===== src/rtl/msrv32_csr_file.sv =====
// ---------------------------------------------------------------------------
// msrv32_csr_file
//   Machine-mode CSR register file for the msrv32 RV32I core (Zicsr, M-mode
//   only). It executes CSR instructions and captures trap state
//   (mepc/mcause/mtval). It also runs the MIE/MPIE stack on trap entry and
//   mret, and exports the trap vector, epc and interrupt enable/pending bits.
//
// Ports
//   ms_riscv32_mp_clk_in        core clock
//   ms_riscv32_mp_rst_in        asynchronous active-low reset
//   wr_en_in                    CSR instruction write enable
//   csr_addr_in[11:0]           CSR address (read and write)
//   csr_op_in[2:0]              funct3 (RW/RS/RC and immediate forms)
//   csr_uimm_in[4:0]            zimm for the immediate forms
//   csr_data_in[31:0]           rs1 value for the register forms
//   csr_data_out[31:0]          registered read data
//   pc_in / iadder_in[31:0]     faulting PC / faulting address
//   set_epc_in, set_cause_in    trap state capture strobes
//   i_or_e_in, cause_in[3:0]    interrupt flag and cause code
//   mie_clear_in / mie_set_in   trap entry / mret stack operations
//   instret_inc_in              retire pulse
//   ms_riscv32_mp_{e,t,s}irq_in interrupt request lines
//   ms_riscv32_mp_rc_in[63:0]   real-time counter
//   mie_out, m{e,t,s}ie_out     mstatus.MIE and mie enables
//   m{e,t,s}ip_out              mip pending bits
//   trap_address_out[31:0]      trap handler address
//   epc_out[31:0]               mepc
// ---------------------------------------------------------------------------
module msrv32_csr_file (
  input  logic        ms_riscv32_mp_clk_in,
  input  logic        ms_riscv32_mp_rst_in,
  input  logic        wr_en_in,
  input  logic [11:0] csr_addr_in,
  input  logic [2:0]  csr_op_in,
  input  logic [4:0]  csr_uimm_in,
  input  logic [31:0] csr_data_in,
  output logic [31:0] csr_data_out,
  input  logic [31:0] pc_in,
  input  logic [31:0] iadder_in,
  input  logic        set_epc_in,
  input  logic        set_cause_in,
  input  logic        i_or_e_in,
  input  logic [3:0]  cause_in,
  input  logic        mie_clear_in,
  input  logic        mie_set_in,
  input  logic        instret_inc_in,
  input  logic        ms_riscv32_mp_eirq_in,
  input  logic        ms_riscv32_mp_tirq_in,
  input  logic        ms_riscv32_mp_sirq_in,
  input  logic [63:0] ms_riscv32_mp_rc_in,
  output logic        mie_out,
  output logic        meie_out,
  output logic        mtie_out,
  output logic        msie_out,
  output logic        meip_out,
  output logic        mtip_out,
  output logic        msip_out,
  output logic [31:0] trap_address_out,
  output logic [31:0] epc_out
);

  localparam logic [11:0] A_MVENDORID = 12'hF11;
  localparam logic [11:0] A_MARCHID   = 12'hF12;
  localparam logic [11:0] A_MIMPID    = 12'hF13;
  localparam logic [11:0] A_MHARTID   = 12'hF14;
  localparam logic [11:0] A_MSTATUS   = 12'h300;
  localparam logic [11:0] A_MISA      = 12'h301;
  localparam logic [11:0] A_MIE       = 12'h304;
  localparam logic [11:0] A_MTVEC     = 12'h305;
  localparam logic [11:0] A_MSCRATCH  = 12'h340;
  localparam logic [11:0] A_MEPC      = 12'h341;
  localparam logic [11:0] A_MCAUSE    = 12'h342;
  localparam logic [11:0] A_MTVAL     = 12'h343;
  localparam logic [11:0] A_MIP       = 12'h344;
  localparam logic [11:0] A_MCYCLE    = 12'hB00;
  localparam logic [11:0] A_MINSTRET  = 12'hB02;
  localparam logic [11:0] A_MCYCLEH   = 12'hB80;
  localparam logic [11:0] A_MINSTRETH = 12'hB82;
  localparam logic [11:0] A_CYCLE     = 12'hC00;
  localparam logic [11:0] A_TIME      = 12'hC01;
  localparam logic [11:0] A_INSTRET   = 12'hC02;
  localparam logic [11:0] A_CYCLEH    = 12'hC80;
  localparam logic [11:0] A_TIMEH     = 12'hC81;
  localparam logic [11:0] A_INSTRETH  = 12'hC82;

  localparam logic [31:0] MISA_VALUE  = 32'h4000_0100;

  // Storage
  logic        mstatus_mie;
  logic        mstatus_mpie;
  logic        mie_meie, mie_mtie, mie_msie;
  logic        mip_meip, mip_mtip, mip_msip;
  logic [29:0] mtvec_base;
  logic        mtvec_mode;
  logic [31:0] mscratch;
  logic [29:0] mepc;
  logic        mcause_int;
  logic [3:0]  mcause_code;
  logic [31:0] mtval;
  logic [63:0] mcycle;
  logic [63:0] minstret;

  // Derived views
  logic [31:0] mstatus_val;
  logic [31:0] mie_val;
  logic [31:0] mip_val;
  logic [31:0] mtvec_val;
  logic [31:0] mepc_val;
  logic [31:0] mcause_val;

  assign mstatus_val = {19'b0, 2'b11, 3'b0, mstatus_mpie, 3'b0, mstatus_mie, 3'b0};
  assign mie_val     = {20'b0, mie_meie, 3'b0, mie_mtie, 3'b0, mie_msie, 3'b0};
  assign mip_val     = {20'b0, mip_meip, 3'b0, mip_mtip, 3'b0, mip_msip, 3'b0};
  assign mtvec_val   = {mtvec_base, 1'b0, mtvec_mode};
  assign mepc_val    = {mepc, 2'b00};
  assign mcause_val  = {mcause_int, 27'b0, mcause_code};

  // Read mux
  logic [31:0] rdata;

  always_comb begin
    rdata = '0;
    case (csr_addr_in)
      A_MVENDORID, A_MARCHID, A_MIMPID, A_MHARTID: rdata = '0;
      A_MSTATUS:              rdata = mstatus_val;
      A_MISA:                 rdata = MISA_VALUE;
      A_MIE:                  rdata = mie_val;
      A_MTVEC:                rdata = mtvec_val;
      A_MSCRATCH:             rdata = mscratch;
      A_MEPC:                 rdata = mepc_val;
      A_MCAUSE:               rdata = mcause_val;
      A_MTVAL:                rdata = mtval;
      A_MIP:                  rdata = mip_val;
      A_MCYCLE,   A_CYCLE:    rdata = mcycle[31:0];
      A_MCYCLEH,  A_CYCLEH:   rdata = mcycle[63:32];
      A_MINSTRET, A_INSTRET:  rdata = minstret[31:0];
      A_MINSTRETH, A_INSTRETH: rdata = minstret[63:32];
      A_TIME:                 rdata = ms_riscv32_mp_rc_in[31:0];
      A_TIMEH:                rdata = ms_riscv32_mp_rc_in[63:32];
      default:                rdata = '0;
    endcase
  end

  // Write data and modify operation
  logic [31:0] wd;
  logic [31:0] new_val;
  logic        csr_we;

  assign wd = csr_op_in[2] ? {27'b0, csr_uimm_in} : csr_data_in;

  always_comb begin
    new_val = rdata;
    case (csr_op_in[1:0])
      2'b01:   new_val = wd;
      2'b10:   new_val = rdata | wd;
      2'b11:   new_val = rdata & ~wd;
      default: new_val = rdata;
    endcase
  end

  // Addresses with [11:10] == 2'b11 are read-only; op x00 performs no write.
  assign csr_we = wr_en_in && (csr_op_in[1:0] != 2'b00) && (csr_addr_in[11:10] != 2'b11);

  logic we_mstatus, we_mie, we_mtvec, we_mscratch, we_mepc, we_mcause, we_mtval;
  logic we_mcycle, we_mcycleh, we_minstret, we_minstreth;

  assign we_mstatus   = csr_we && (csr_addr_in == A_MSTATUS);
  assign we_mie       = csr_we && (csr_addr_in == A_MIE);
  assign we_mtvec     = csr_we && (csr_addr_in == A_MTVEC);
  assign we_mscratch  = csr_we && (csr_addr_in == A_MSCRATCH);
  assign we_mepc      = csr_we && (csr_addr_in == A_MEPC);
  assign we_mcause    = csr_we && (csr_addr_in == A_MCAUSE);
  assign we_mtval     = csr_we && (csr_addr_in == A_MTVAL);
  assign we_mcycle    = csr_we && (csr_addr_in == A_MCYCLE);
  assign we_mcycleh   = csr_we && (csr_addr_in == A_MCYCLEH);
  assign we_minstret  = csr_we && (csr_addr_in == A_MINSTRET);
  assign we_minstreth = csr_we && (csr_addr_in == A_MINSTRETH);

  // mstatus: trap-side stack operations override a CSR write, clear over set
  always_ff @(posedge ms_riscv32_mp_clk_in or negedge ms_riscv32_mp_rst_in) begin
    if (!ms_riscv32_mp_rst_in) begin
      mstatus_mie  <= 1'b0;
      mstatus_mpie <= 1'b0;
    end else if (mie_clear_in) begin
      mstatus_mpie <= mstatus_mie;
      mstatus_mie  <= 1'b0;
    end else if (mie_set_in) begin
      mstatus_mie  <= mstatus_mpie;
      mstatus_mpie <= 1'b1;
    end else if (we_mstatus) begin
      mstatus_mie  <= new_val[3];
      mstatus_mpie <= new_val[7];
    end
  end

  // mie, mtvec, mscratch
  always_ff @(posedge ms_riscv32_mp_clk_in or negedge ms_riscv32_mp_rst_in) begin
    if (!ms_riscv32_mp_rst_in) begin
      mie_meie   <= 1'b0;
      mie_mtie   <= 1'b0;
      mie_msie   <= 1'b0;
      mtvec_base <= '0;
      mtvec_mode <= 1'b0;
      mscratch   <= '0;
    end else begin
      if (we_mie) begin
        mie_meie <= new_val[11];
        mie_mtie <= new_val[7];
        mie_msie <= new_val[3];
      end
      if (we_mtvec) begin
        mtvec_base <= new_val[31:2];
        mtvec_mode <= new_val[0];
      end
      if (we_mscratch) mscratch <= new_val;
    end
  end

  // mip samples the request lines every cycle
  always_ff @(posedge ms_riscv32_mp_clk_in or negedge ms_riscv32_mp_rst_in) begin
    if (!ms_riscv32_mp_rst_in) begin
      mip_meip <= 1'b0;
      mip_mtip <= 1'b0;
      mip_msip <= 1'b0;
    end else begin
      mip_meip <= ms_riscv32_mp_eirq_in;
      mip_mtip <= ms_riscv32_mp_tirq_in;
      mip_msip <= ms_riscv32_mp_sirq_in;
    end
  end

  // Trap state: capture strobes take priority over CSR writes
  always_ff @(posedge ms_riscv32_mp_clk_in or negedge ms_riscv32_mp_rst_in) begin
    if (!ms_riscv32_mp_rst_in) begin
      mepc        <= '0;
      mcause_int  <= 1'b0;
      mcause_code <= '0;
      mtval       <= '0;
    end else begin
      if (set_epc_in)   mepc <= pc_in[31:2];
      else if (we_mepc) mepc <= new_val[31:2];

      if (set_cause_in) begin
        mcause_int  <= i_or_e_in;
        mcause_code <= cause_in;
        mtval       <= i_or_e_in ? 32'b0 : iadder_in;
      end else begin
        if (we_mcause) begin
          mcause_int  <= new_val[31];
          mcause_code <= new_val[3:0];
        end
        if (we_mtval) mtval <= new_val;
      end
    end
  end

  // Counters: a write to either half replaces that cycle's increment
  always_ff @(posedge ms_riscv32_mp_clk_in or negedge ms_riscv32_mp_rst_in) begin
    if (!ms_riscv32_mp_rst_in) begin
      mcycle   <= '0;
      minstret <= '0;
    end else begin
      if (we_mcycle)       mcycle <= {mcycle[63:32], new_val};
      else if (we_mcycleh) mcycle <= {new_val, mcycle[31:0]};
      else                 mcycle <= mcycle + 64'd1;

      if (we_minstret)         minstret <= {minstret[63:32], new_val};
      else if (we_minstreth)   minstret <= {new_val, minstret[31:0]};
      else if (instret_inc_in) minstret <= minstret + 64'd1;
    end
  end

  // Registered read port: returns the pre-write value on a write cycle
  always_ff @(posedge ms_riscv32_mp_clk_in or negedge ms_riscv32_mp_rst_in) begin
    if (!ms_riscv32_mp_rst_in) csr_data_out <= '0;
    else                       csr_data_out <= rdata;
  end

  // Vectored mode offsets the base only for interrupts
  always_comb begin
    if (mtvec_mode && mcause_int)
      trap_address_out = {mtvec_base, 2'b00} + {26'b0, mcause_code, 2'b00};
    else
      trap_address_out = {mtvec_base, 2'b00};
  end

  assign epc_out  = mepc_val;
  assign mie_out  = mstatus_mie;
  assign meie_out = mie_meie;
  assign mtie_out = mie_mtie;
  assign msie_out = mie_msie;
  assign meip_out = mip_meip;
  assign mtip_out = mip_mtip;
  assign msip_out = mip_msip;

endmodule


===== config.mk =====
export PLATFORM = sky130hd
export DESIGN_NAME = msrv32_csr_file
export DESIGN_NICKNAME = d
export VERILOG_FILES = /design/src/rtl/msrv32_csr_file.sv
export SDC_FILE = /design/constraint.sdc
export NUM_CORES = 1
export LEC_CHECK = 0
export CORE_MARGIN = 4
export CORE_UTILIZATION = 40
export CTS_CLUSTER_DIAMETER = 40
export DETAILED_ROUTE_END_ITERATION = 10
export SYNTH_ARGS = -nofsm -noshare
export SYNTH_HDL_FRONTEND = slang
export SYNTH_SLANG_ARGS = --single-unit

===== constraint.sdc =====
create_clock -name ms_riscv32_mp_clk_in -period 3.7 [get_ports ms_riscv32_mp_clk_in]
set_input_delay 0.74 -clock ms_riscv32_mp_clk_in [delete_from_list [all_inputs] [get_ports ms_riscv32_mp_clk_in]]
set_output_delay 0.74 -clock ms_riscv32_mp_clk_in [all_outputs]
set_load 0.03 [all_outputs]

==> results.json <==
{
  "ff2ff_setup_slack_ns": 0.80,
  "drv_slew": 0,
  "pin_count": 299,
  "num_vias": 19700,
  "clock-sinks": 298,
  "fin_util_pct": 56.7,
  "area_delta_synth_final_pct": 40.3,
  "numCtsBuffers": 58,
  "fin_ws_ns": -0.0941,
  "p_sw_mw": 2.78,
  "avgViaCountPerCell": 6.13,
  "clockPowerShare_pct": 52.3,
  "grt_usage_pct": 34.3,
  "intPower_mw": 7.57,
  "required_ns": 2.96,
  "leakage_nw": 11.2,
  "synth.most_common_cell": "dfrtp_1",
  "drc": 0,
  "routedLengthMet1_um": 36300,
  "dr.max_layer_used": "met5",
  "dpl.cell_count": 3096,
  "synth_edf_count": 0,
  "syn_area_um2": 18800,
  "worst_slew_pin_slew_ns": 1.08,
  "drt_pre_antenna_iters": 6,
  "register_area_um2": 7460,
  "final_cells": 3212,
  "grt_pass1_wl_um": 130000,
  "rr_endpoint": "mcycle[56]",
  "ys_warn_count": 0,
  "grt_max_degree": 76,
  "initial_utilization_pct": 40.4,
  "die_h_um": 225,
  "synth.ff_latch_count": 298,
  "crit_path_start": "mtvec_base[6]",
  "hold_viol_final": 0,
  "grt_pass1_vias": 19400,
  "clock_latency_ns": 0.61,
  "core_um2": 46600,
  "crit_arrival_ns": 3.05,
  "cap_violations": 0,
  "met2WireLength_um": 41300,
  "ant_nets": 0,
  "drtIter0Drc": 1932,
  "p_sw_share_pct": 26.9,
  "drive_above_1_share_pct": 19.5,
  "die_w_um": 225,
  "dieArea_um2": 50600,
  "dr_wl_met3_um": 6960,
  "violations": "negative setup slack",
  "synth_top_area_share_pct": 39.6,
  "rsz0062_at_grt": "true",
  "clock_path_buffers": 3,
  "cp_max_fo": 6,
  "clk_pin_slew_ns": 0.05,
  "powerDensity_nw_per_um2": 392,
  "port_buffers": 292,
  "period_share_pct": 103,
  "htreeDepth": 2,
  "antenna_found_initial": 2,
  "avgRoutedWirePerCell_um": 27.7,
  "yosysSeqAreaShare_pct": 39.6,
  "end_kind": "output pin",
  "hp-class": "in2async",
  "nFillCells": 4200,
  "rows": 79,
  "ctsHoldBuffers": 0,
  "cts_tree": "done",
  "wl_um": 88900,
  "fin_skew_ns": 0.0267,
  "avgSynthCellArea_um2": 9.00,
  "multi_input_area_um2": 10800,
  "synth.largest_area_cell": "dfrtp_1",
  "synthDistinctLibCells": 111,
  "ys_top_cells_by_count": "dfrtp_1 (298), nand2_1 (223), a21oi_1 (163)",
  "synth_cells": 2093,
  "synthFlopType": "dfrtp_1",
  "setup_violations": 5,
  "nets": 2759,
  "seqPwrFrac_pct": 34.7,
  "gp_congestion": 0.965,
  "p_comb_share_pct": 13.0,
  "dp_slack_ns": -0.185,
  "outcome": "finished with violations",
  "startpoint_type": "register",
  "r2r-start": "mcycle[1]",
  "async_flop_share_pct": 100,
  "overflow": 0,
  "cts_root_buf": "clkbuf_16",
  "fin_crit_ns": 3.79,
  "ff2ff_path_depth": 9,
  "placed_area_um2": 24100,
  "max_freq_mhz": 264,
  "vdd_drop_max_uv": 336,
  "dp_hpwl_um": 68600,
  "design_area_um2": 26400,
  "crit_type": "reg2out",
  "slew_headroom_pct": 27.8,
  "synth_area_leaders": "dfrtp_1 (40%), xnor2_1 (5.1%), nand2_1 (4.4%), a21oi_1 (4.3%), o21ai_1 (3.9%)"
}
[layout make-up]
| cell class | count | area share (%) |
|---|---|---|
| multi-input cells | 1612 | 41.0 |
| diodes | 1 | 0.00947 |
| flip-flops and latches | 298 | 28.2 |
| inverters | 39 | 0.554 |
| repair buffers | 547 | 19.7 |
| clock inverters | 28 | 1.16 |
| well taps | 607 | 2.88 |
| clock buffers | 80 | 6.47 |
[metal layers]
layer  track usage [%]  vias to the layer above
li1                  -                     8678
met1              45.8                     9778
met2              55.6                     1022
met3              5.28                      210
met4              14.9                        2
met5                 0                        -
[how the worst max path moves through the flow]
stage                     depth (start not counted)                   end  slack (ns)
after floorplan                                  10  trap_address_out[24]        0.35
after global placement                           10        mtvec_base[16]       -0.16
after CTS                                        12  trap_address_out[24]       -0.14
after detailed placement                         11          minstret[33]       -0.18
after global routing                             12  trap_address_out[24]       -0.18
final                                             9  trap_address_out[24]       -0.09
[registers in the layout (all words and copies together), names as in the netlist, 4 cells and up]
register / count
mscratch: 32
csr_data_out: 32
mtval: 32
mcycle: 64
mcause_code: 4
minstret: 64
mepc: 30
mtvec_base: 30
[timing repair]
action	CTS	global route
pin swaps	10	10
gates resized for setup	55	19
buffers inserted	5	3
setup endpoints to repair	25	22
[power groups by stage]
stage                     Sequential (mW)  Combinational, mW  Clock [mW]
final                                3.60               1.34        5.41
after detailed placement             3.64               1.32           0
after floorplan                      3.62              0.550           0
after CTS                            3.59               1.33        5.46
after global placement               3.64               1.31           0
after global routing                 3.61               1.43        5.61
[placed cells by master, fill, tap and decap left out, drive strengths merged, types with 30 or more instances in the layout]
cell type      count
dfrtp            298
buf              277
clkdlybuf4s50    259
nand2            223
o21ai            169
a21oi            163
nor2             139
xnor2            110
nand3             97
clkbuf            86
mux2i             71
nor3b             68
nand4             54
inv               42
and3              41
nor3              40
a22oi             35
xor2              33
mux2              30
[stage by stage]
stage	total power, mW	hold slack (ns)	TNS, ns
6_report	10.3	0.0628	-0.372
5_1_grt	10.6	0.0860	-1.12
2_1_floorplan	4.17	0.444	0
3_3_place_gp	4.94	0.467	-1.87
3_5_place_dp	4.96	0.474	-3.84
4_1_cts	10.4	0.0664	-0.762
[cell families (layout without fill, tap and decap cells)]
family	count (synthesis)	after routing	share of synthesized area, %
other cells	1	5	0.0199
fa+ha+maj	7	7	0.505
buf+inv	186	694	4.33
compound gates	564	564	20.4
simple gates	793	793	23.0
flops	298	298	39.6
xor+xnor	143	143	6.65
mux	101	101	5.57
[worst max-delay path, stage by stage (launching register included)]
cell	delay (ns)
dfrtp_1	0.50
and3_1	0.28
nand4_1	0.31
a211oi_2	0.27
buf_4	0.17
and3_4	0.19
and2_4	0.17
nand4_1	0.11
xnor2_1	0.23
buf_4	0.21
(Power assumes the default switching activity.)
